$ cat src/rtl/nios2_ram_arbiter_if.sv
// Avalon-MM request/response bundle between one bus master and the RAM arbiter.
interface nios2_ram_arbiter_if #(
    parameter int unsigned ADDR_W = 16,
    parameter int unsigned DATA_W = 16,
    parameter int unsigned BE_W   = 2
);
    logic [ADDR_W-1:0] address;
    logic [BE_W-1:0]   byteenable;
    logic              read;
    logic              write;
    logic [DATA_W-1:0] writedata;
    logic              waitrequest;
    logic [DATA_W-1:0] readdata;
    logic              readdatavalid;

    modport master (
        output address, byteenable, read, write, writedata,
        input  waitrequest, readdata, readdatavalid
    );

    modport slave (
        input  address, byteenable, read, write, writedata,
        output waitrequest, readdata, readdatavalid
    );
endinterface

$ cat src/rtl/nios2_ram_arbiter.sv
// Round-robin arbiter sharing one single-port on-chip RAM between two Avalon-MM
// masters; tracks the RAM's one-cycle read latency to steer returned data.
module nios2_ram_arbiter #(
    parameter int unsigned ADDR_W = 16,
    parameter int unsigned DATA_W = 16,
    parameter int unsigned BE_W   = 2
) (
    input  logic               clk,
    input  logic               reset_n,
    nios2_ram_arbiter_if.slave m0,
    nios2_ram_arbiter_if.slave m1,
    output logic [ADDR_W-1:0]  ram_address,
    output logic [BE_W-1:0]    ram_byteenable,
    output logic               ram_chipselect,
    output logic               ram_write,
    output logic [DATA_W-1:0]  ram_writedata,
    output logic               ram_clken,
    input  logic [DATA_W-1:0]  ram_readdata
);

    logic last_grant_q, last_grant_d;
    logic rd_pend_q, rd_pend_d;
    logic rd_port_q, rd_port_d;
    logic req0_c, req1_c;
    logic gnt0_c, gnt1_c;

    // Grant: lone requester wins; on contention the port not granted last wins
    always_comb begin
        req0_c = m0.read | m0.write;
        req1_c = m1.read | m1.write;
        gnt0_c = 1'b0;
        gnt1_c = 1'b0;
        if (reset_n) begin
            if (req0_c && req1_c) begin
                gnt0_c = last_grant_q;
                gnt1_c = ~last_grant_q;
            end else begin
                gnt0_c = req0_c;
                gnt1_c = req1_c;
            end
        end
    end

    // Next state: last_grant holds through idle cycles; a write wins over a read
    always_comb begin
        last_grant_d = last_grant_q;
        rd_pend_d    = 1'b0;
        rd_port_d    = rd_port_q;
        if (gnt0_c || gnt1_c) begin
            last_grant_d = gnt1_c;
            rd_port_d    = gnt1_c;
            rd_pend_d    = (gnt0_c & m0.read & ~m0.write) |
                           (gnt1_c & m1.read & ~m1.write);
        end
    end

    always_ff @(posedge clk or negedge reset_n) begin
        if (!reset_n) begin
            last_grant_q <= 1'b1;
            rd_pend_q    <= 1'b0;
            rd_port_q    <= 1'b0;
        end else begin
            last_grant_q <= last_grant_d;
            rd_pend_q    <= rd_pend_d;
            rd_port_q    <= rd_port_d;
        end
    end

    // RAM drive: port 0 values sit on the data buses whenever port 1 is not granted
    always_comb begin
        ram_address    = m0.address;
        ram_byteenable = m0.byteenable;
        ram_writedata  = m0.writedata;
        ram_chipselect = gnt0_c | gnt1_c;
        ram_write      = gnt0_c & m0.write;
        ram_clken      = reset_n;
        if (gnt1_c) begin
            ram_address    = m1.address;
            ram_byteenable = m1.byteenable;
            ram_writedata  = m1.writedata;
            ram_write      = m1.write;
        end
    end

    assign m0.waitrequest   = ~reset_n | (req0_c & ~gnt0_c);
    assign m1.waitrequest   = ~reset_n | (req1_c & ~gnt1_c);
    assign m0.readdata      = ram_readdata;
    assign m1.readdata      = ram_readdata;
    assign m0.readdatavalid = rd_pend_q & ~rd_port_q;
    assign m1.readdatavalid = rd_pend_q & rd_port_q;

endmodule

$ cat src/flat_wrapper.sv
// flat-port wrapper written by rule: the top's interface ports become plain ports
module nios2_ram_arbiter_flat 
#(
    parameter int unsigned ADDR_W = 16,
    parameter int unsigned DATA_W = 16,
    parameter int unsigned BE_W   = 2
)
  (clk, reset_n, ram_address, ram_byteenable, ram_chipselect, ram_write, ram_writedata, ram_clken, ram_readdata, m0_address, m0_byteenable, m0_read, m0_write, m0_writedata, m0_waitrequest, m0_readdata, m0_readdatavalid, m1_address, m1_byteenable, m1_read, m1_write, m1_writedata, m1_waitrequest, m1_readdata, m1_readdatavalid);
  nios2_ram_arbiter_if #(.ADDR_W(ADDR_W), .DATA_W(DATA_W), .BE_W(BE_W)) m0_i ();
  nios2_ram_arbiter_if #(.ADDR_W(ADDR_W), .DATA_W(DATA_W), .BE_W(BE_W)) m1_i ();
  input  logic clk;
  input  logic reset_n;
  output logic [ADDR_W-1:0] ram_address;
  output logic [BE_W-1:0] ram_byteenable;
  output logic ram_chipselect;
  output logic ram_write;
  output logic [DATA_W-1:0] ram_writedata;
  output logic ram_clken;
  input  logic [DATA_W-1:0] ram_readdata;
  input wire logic [$bits(m0_i.address)-1:0] m0_address;
  input wire logic [$bits(m0_i.byteenable)-1:0] m0_byteenable;
  input wire logic [$bits(m0_i.read)-1:0] m0_read;
  input wire logic [$bits(m0_i.write)-1:0] m0_write;
  input wire logic [$bits(m0_i.writedata)-1:0] m0_writedata;
  output wire logic [$bits(m0_i.waitrequest)-1:0] m0_waitrequest;
  output wire logic [$bits(m0_i.readdata)-1:0] m0_readdata;
  output wire logic [$bits(m0_i.readdatavalid)-1:0] m0_readdatavalid;
  input wire logic [$bits(m1_i.address)-1:0] m1_address;
  input wire logic [$bits(m1_i.byteenable)-1:0] m1_byteenable;
  input wire logic [$bits(m1_i.read)-1:0] m1_read;
  input wire logic [$bits(m1_i.write)-1:0] m1_write;
  input wire logic [$bits(m1_i.writedata)-1:0] m1_writedata;
  output wire logic [$bits(m1_i.waitrequest)-1:0] m1_waitrequest;
  output wire logic [$bits(m1_i.readdata)-1:0] m1_readdata;
  output wire logic [$bits(m1_i.readdatavalid)-1:0] m1_readdatavalid;
  assign m0_i.address = m0_address;
  assign m0_i.byteenable = m0_byteenable;
  assign m0_i.read = m0_read;
  assign m0_i.write = m0_write;
  assign m0_i.writedata = m0_writedata;
  assign m0_waitrequest = m0_i.waitrequest;
  assign m0_readdata = m0_i.readdata;
  assign m0_readdatavalid = m0_i.readdatavalid;
  assign m1_i.address = m1_address;
  assign m1_i.byteenable = m1_byteenable;
  assign m1_i.read = m1_read;
  assign m1_i.write = m1_write;
  assign m1_i.writedata = m1_writedata;
  assign m1_waitrequest = m1_i.waitrequest;
  assign m1_readdata = m1_i.readdata;
  assign m1_readdatavalid = m1_i.readdatavalid;
  nios2_ram_arbiter #(.ADDR_W(ADDR_W), .DATA_W(DATA_W), .BE_W(BE_W)) u_core (.clk(clk), .reset_n(reset_n), .m0(m0_i), .m1(m1_i), .ram_address(ram_address), .ram_byteenable(ram_byteenable), .ram_chipselect(ram_chipselect), .ram_write(ram_write), .ram_writedata(ram_writedata), .ram_clken(ram_clken), .ram_readdata(ram_readdata));
endmodule
$ cat config.mk
export PLATFORM = sky130hd
export DESIGN_NAME = nios2_ram_arbiter_flat
export DESIGN_NICKNAME = d
export VERILOG_FILES = /design/src/rtl/nios2_ram_arbiter_if.sv /design/src/rtl/nios2_ram_arbiter.sv /design/src/flat_wrapper.sv
export SDC_FILE = /design/constraint.sdc
export NUM_CORES = 1
export LEC_CHECK = 0
export ABC_AREA = 1
export CORE_AREA = 3 3 77 64
export CTS_BUF_LIST = sky130_fd_sc_hd__clkbuf_16
export CTS_CLUSTER_SIZE = 14
export DETAILED_ROUTE_END_ITERATION = 8
export DIE_AREA = 0 0 80 67
export PLACE_DENSITY = 0.86
export SLEW_MARGIN = 25
export SYNTH_ARGS = -nofsm -noshare
export SYNTH_HDL_FRONTEND = slang
export SYNTH_SLANG_ARGS = --single-unit
$ cat constraint.sdc
create_clock -name clk -period 2.8 [get_ports clk]
set_input_delay 0.28 -clock clk [delete_from_list [all_inputs] [get_ports clk]]
set_output_delay 0.28 -clock clk [all_outputs]
set_load 0.02 [all_outputs]
==> impl_metrics.ini <==
[sta]
maxSlewViolCount = 0
rsz0062_at_grt = false
finalCritPeriodShare = 0.884
max_freq_mhz = 404
finalSetupViolCount = 0
slew_headroom = 0.795
worst_hold_slack_ns = 0.395
fin_skew_ns = 0.00153
tightestPinTransition_ns = 0.305
hold_violations = 0
tns_ns = 0
min_period_ns = 2.48

[power_and_ir_drop]
finalPower_mw = 0.716
power.density_nw_per_um2 = 356
irDropWorstVdd_mv = 0.202
leakagePower_nw = 0.939

[global_route]
grt_first_pass_wirelength_um = 5180
grt_max_degree = 37
grt_use_total = 0.119
first_global_vias = 1220
grt-ovfl-total = 0
antenna_found_initial = 0

[synthesis]
synth_top_family_by_area = simple AND/OR/NAND/NOR gates
ys_seq_area_frac = 0.0726
synth_compound_area_frac = 0.0119
yosysUniqueCellTypes = 15
synth_xor_area_frac = 0
syn-num-nets = 270
syn_area_um2 = 1050
postSynthAreaPerCell_um2 = 5.84
yosysWarnings = 0
synthSimpleGateAreaFrac = 0.540
synth_fa_ha_area_frac = 0
synth-seq-cells = 3
synthMuxAreaShare = 0
synthCells = 180

[cells_and_area]
fillers = 419
final_util = 0.479
antenna_cells = 0
design_area_um2 = 2010
area_growth_pct = 91.4
drive_above_1_share = 0.0853
finalNetCount = 349

[die]
fp-row-count = 21
fp.dieArea_um2 = 5360
fp.coreArea_um2 = 4200
die_x_um = 80
fp.dieH_um = 67
start_util = 0.250
num_io_pins = 163

[clocking]
root_buffer = clkbuf_16
h-tree-depth = 1
cts_setup_buffers = 0
path_clk_slew_ns = 0.03
cts_buffers = 3
clock_path_buffers = 2
cts_tree = done
clkSinkCount = 3
post_cts_resized = 0
clk_latency_ns = 0.22
cts_hold_buf = 0

[worst_setup_path]
crit_slowest_cell = clkdlybuf4s50_1
rr_endpoint = u_core.rd_pend_q
end_kind = primary output
max_stage_delay_ns = 0.61
worstSetupStartpointType = primary input
r2r.worst_path.cells = 4
cp_max_fo = 16
r2r_start = u_core.last_grant_q
worstPathRequired_ns = 2.52
critPathKind = in -> out
crit_path_cell_trace = clkdlybuf4s50_1 > o21a_1 > buf_4 > nand3_1 > nand2_1 > clkdlybuf4s50_1
crit_arrival_ns = 2.20
rrSetupSlack_ns = 1.66
crit_top_cell = clkdlybuf4s50_1

[run]
maxCapViolations = 0

[drt]
dr_wl_met3_um = 405
maxUsedRoutingLayer = met4
wl_met1_um = 1450
ant_nets = 0
drt-wirelength-per-cell_um = 11.0
drc = 0
drtIter0Drc = 38
drt_pass1_iterations = 4
drt-total-wl_um = 3450
wl_met2_um = 1570
routed_via_density = 4.29
dr_total_vias = 1350

[run_status]
outcome = finished, final reports clean

[min_path]
min_path_type = in -> async

[place]
numPortBuffers = 114
dp_hpwl_um = 2840
place_area_um2 = 1930
place_congestion = 0.690
## layer usage
layer  vias to the layer above  GRT usage
li1                        689          -
met1                       577      0.136
met2                        80      0.212
met3                         4     0.0405
met4                         0     0.0295
met5                         -          0
## synth_stat cells
library cell	n	area [um2]
buf_4	37	278
buf_6	8	90.1
dfrtp_1	2	50.1
dfstp_2	1	26.3
inv_1	6	22.5
inv_2	1	3.75
nand2_1	69	259
nand2_2	10	62.6
nand2_8	1	20.0
nand3_1	38	190
nand3_4	1	17.5
nand3b_1	1	7.51
nor2_1	3	11.3
o21a_1	1	7.51
o21ai_0	1	5.00
## cells in the final DEF, fill, tap and decap left out, drive strengths merged
cell / instances
nand3b: 1
o21a: 1
nand3: 39
inv: 8
o21ai: 1
dfrtp: 2
clkdlybuf4s50: 114
nand2: 80
nor2: 3
clkbuf: 3
buf: 5
dfstp: 1
## report_power, final
part	internal (mW)	switching (mW)	leakage (nW)	total [mW]
combinational	0.235	0.205	0.861	0.440
clock	0.184	0.0372	0.0423	0.221
sequential	0.0504	0.00440	0.0356	0.0548
## through the flow
step	instances	setup slack, ns
after floorplan	180	1.40
after global placement	311	0.350
after detailed placement	311	0.316
after CTS	315	0.307
after global routing	315	0.209
final	315	0.325
## worst max path at each step
stage	start	cells past startpoint	endpoint	slack, ns
floorplan	u_core.last_grant_q	5	ram_address[10]	1.40
global placement	m1_write	6	ram_address[3]	0.35
detailed placement	m1_write	6	ram_address[3]	0.32
CTS	m1_write	6	ram_address[3]	0.31
global route	m1_write	6	ram_address[3]	0.21
finish	m1_write	6	ram_address[3]	0.32
## area by class of cell
type | instances | area, um2 | share of cell area
Timing Repair Buffer | 119 | 1180 | 0.586
Multi-Input combinational cell | 125 | 581 | 0.289
Sequential cell | 3 | 76.3 | 0.0379
Clock buffer | 3 | 75.1 | 0.0373
Tap cell | 57 | 71.3 | 0.0354
Inverter | 7 | 26.3 | 0.0131
Clock inverter | 1 | 3.75 | 0.00187
## cell families after synthesis
kind of cell	after synthesis
flops	3
simple gates	123
compound gates	2
buf+inv	52
## worst max-delay path: cells and delay by family
| kind | cells | cell delay [ns] |
|---|---|---|
| and+or+nand+nor | 2 | 0.20 |
| buffers and inverters | 3 | 1.42 |
| AOI/OAI and AO/OA | 1 | 0.29 |
## flip-flops by register name, indices dropped and copies added (netlist names)
signal,flops
u_core.rd_port_q,1
u_core.rd_pend_q,1
u_core.last_grant_q,1
Note: power is estimated with default switching activity, not from simulation.
==> patch, RTL diff (same flow settings) <==
Make the reset (`reset_n`) synchronous in one clocked block.
--- a/src/rtl/nios2_ram_arbiter.sv
+++ b/src/rtl/nios2_ram_arbiter.sv
@@ -54,7 +54,7 @@
         end
     end
 
-    always_ff @(posedge clk or negedge reset_n) begin
+    always_ff @(posedge clk) begin
         if (!reset_n) begin
             last_grant_q <= 1'b1;
             rd_pend_q    <= 1'b0;
Formal check against the unedited RTL: differs if reset_n is asserted again (counterexample within 4 cycles, from zero or initial values and one cycle with reset_n low); with reset_n held inactive, the same outputs for 10 cycles.
==> patch against the original RTL <==
- worst setup slack worse by 0.024 ns
- sequential power is 8.6% lower
- total power is 2.1% lower
- sequential share of layout area is 0.98 points lower
- routed wire length is 7.0% higher
- sequential cell count stayed put
- design area is 6.1% higher
- synthesized area is 11% higher
- largest cell class unchanged
==> patch: results (changes against the original RTL) <==
stage,metric,value,unit,change
detailed_routing,dr_wl_met3,599,um,+48%
global_route,use_met1,12.82,%,-0.76 points
detailed_routing,wl_met2,1645,um,+4.9%
layout,fill_cells,429,,+2.4%
sta,finClkSkew,0.001807,ns,+0.0002822 ns
layout,layout.nonclk_buf_share,55.69,%,-2.9 points
pwr,p_per_area,328.3,nW/um^2,-7.7%
synth,yosysSeqAreaShare,5.161,%,-2.1 points
global_route,grt_use_met2,22.00,%,+0.83 points
detailed_routing,wl_met1,1421,um,-1.8%
status,outcome,"complete, no violations",,
placement,hpwl,2891,um,+1.9%
layout,drive_above_1_share,15.50,%,+7.0 points
synth,synth-compound-area-share,1.290,%,+0.10 points
layout,ff_latch_area,60.06,sq um,-21%
synth,synthArstFlopShare,0,%,-100 points
synth,synthFlopType,dfxtp_1,,
setup_path,crit_arrival,2.22,ns,+0.02 ns
placement,place.gp.congestion,0.7460,,+8.1%
pwr,netSwitchingPower,240.2,uW,-2.5%
layout,clock_area_share,3.693,%,-0.23 points
setup_path,crit_path_max_fanout,36,,+20
synth,syn_nets,271,,+0.37%
layout,fin_area,2135,sq um,+6.1%
global_route,grt_max_degree,38,,+2.7%
global_route,track_usage,12.50,%,+0.61 points
## patch: cell count changes in the layout (fill, tap and decap cells not counted), sizes merged
cell   delta
buf       -2
dfstp     -1
nor2      +3
dfxtp     +3
a21oi     +2
o21a      -1
nand2     -2
dfrtp     -2
## patch: worst paths after layout
path | startpoint | endpoint | slack (ns) | depth (start not counted)
max | m1_write | ram_address[4] | 0.30 | 8
min reg2reg | u_core.rd_port_q$_SDFFE_PN0P_ | u_core.rd_port_q$_SDFFE_PN0P_ | 0.50 | 2
max reg2reg | u_core.last_grant_q$_SDFFE_PN1P_ | u_core.rd_port_q$_SDFFE_PN0P_ | 1.73 | 3
min | u_core.rd_port_q$_SDFFE_PN0P_ | u_core.rd_port_q$_SDFFE_PN0P_ | 0.50 | 2
## patch: critical path, cell delays in order
cell,delay [ns]
clkdlybuf4s50_1,0.54
inv_1,0.06
nand2_1,0.10
nand3_2,0.13
nand2_4,0.31
nand2_1,0.11
nand2_1,0.07
clkdlybuf4s50_1,0.60
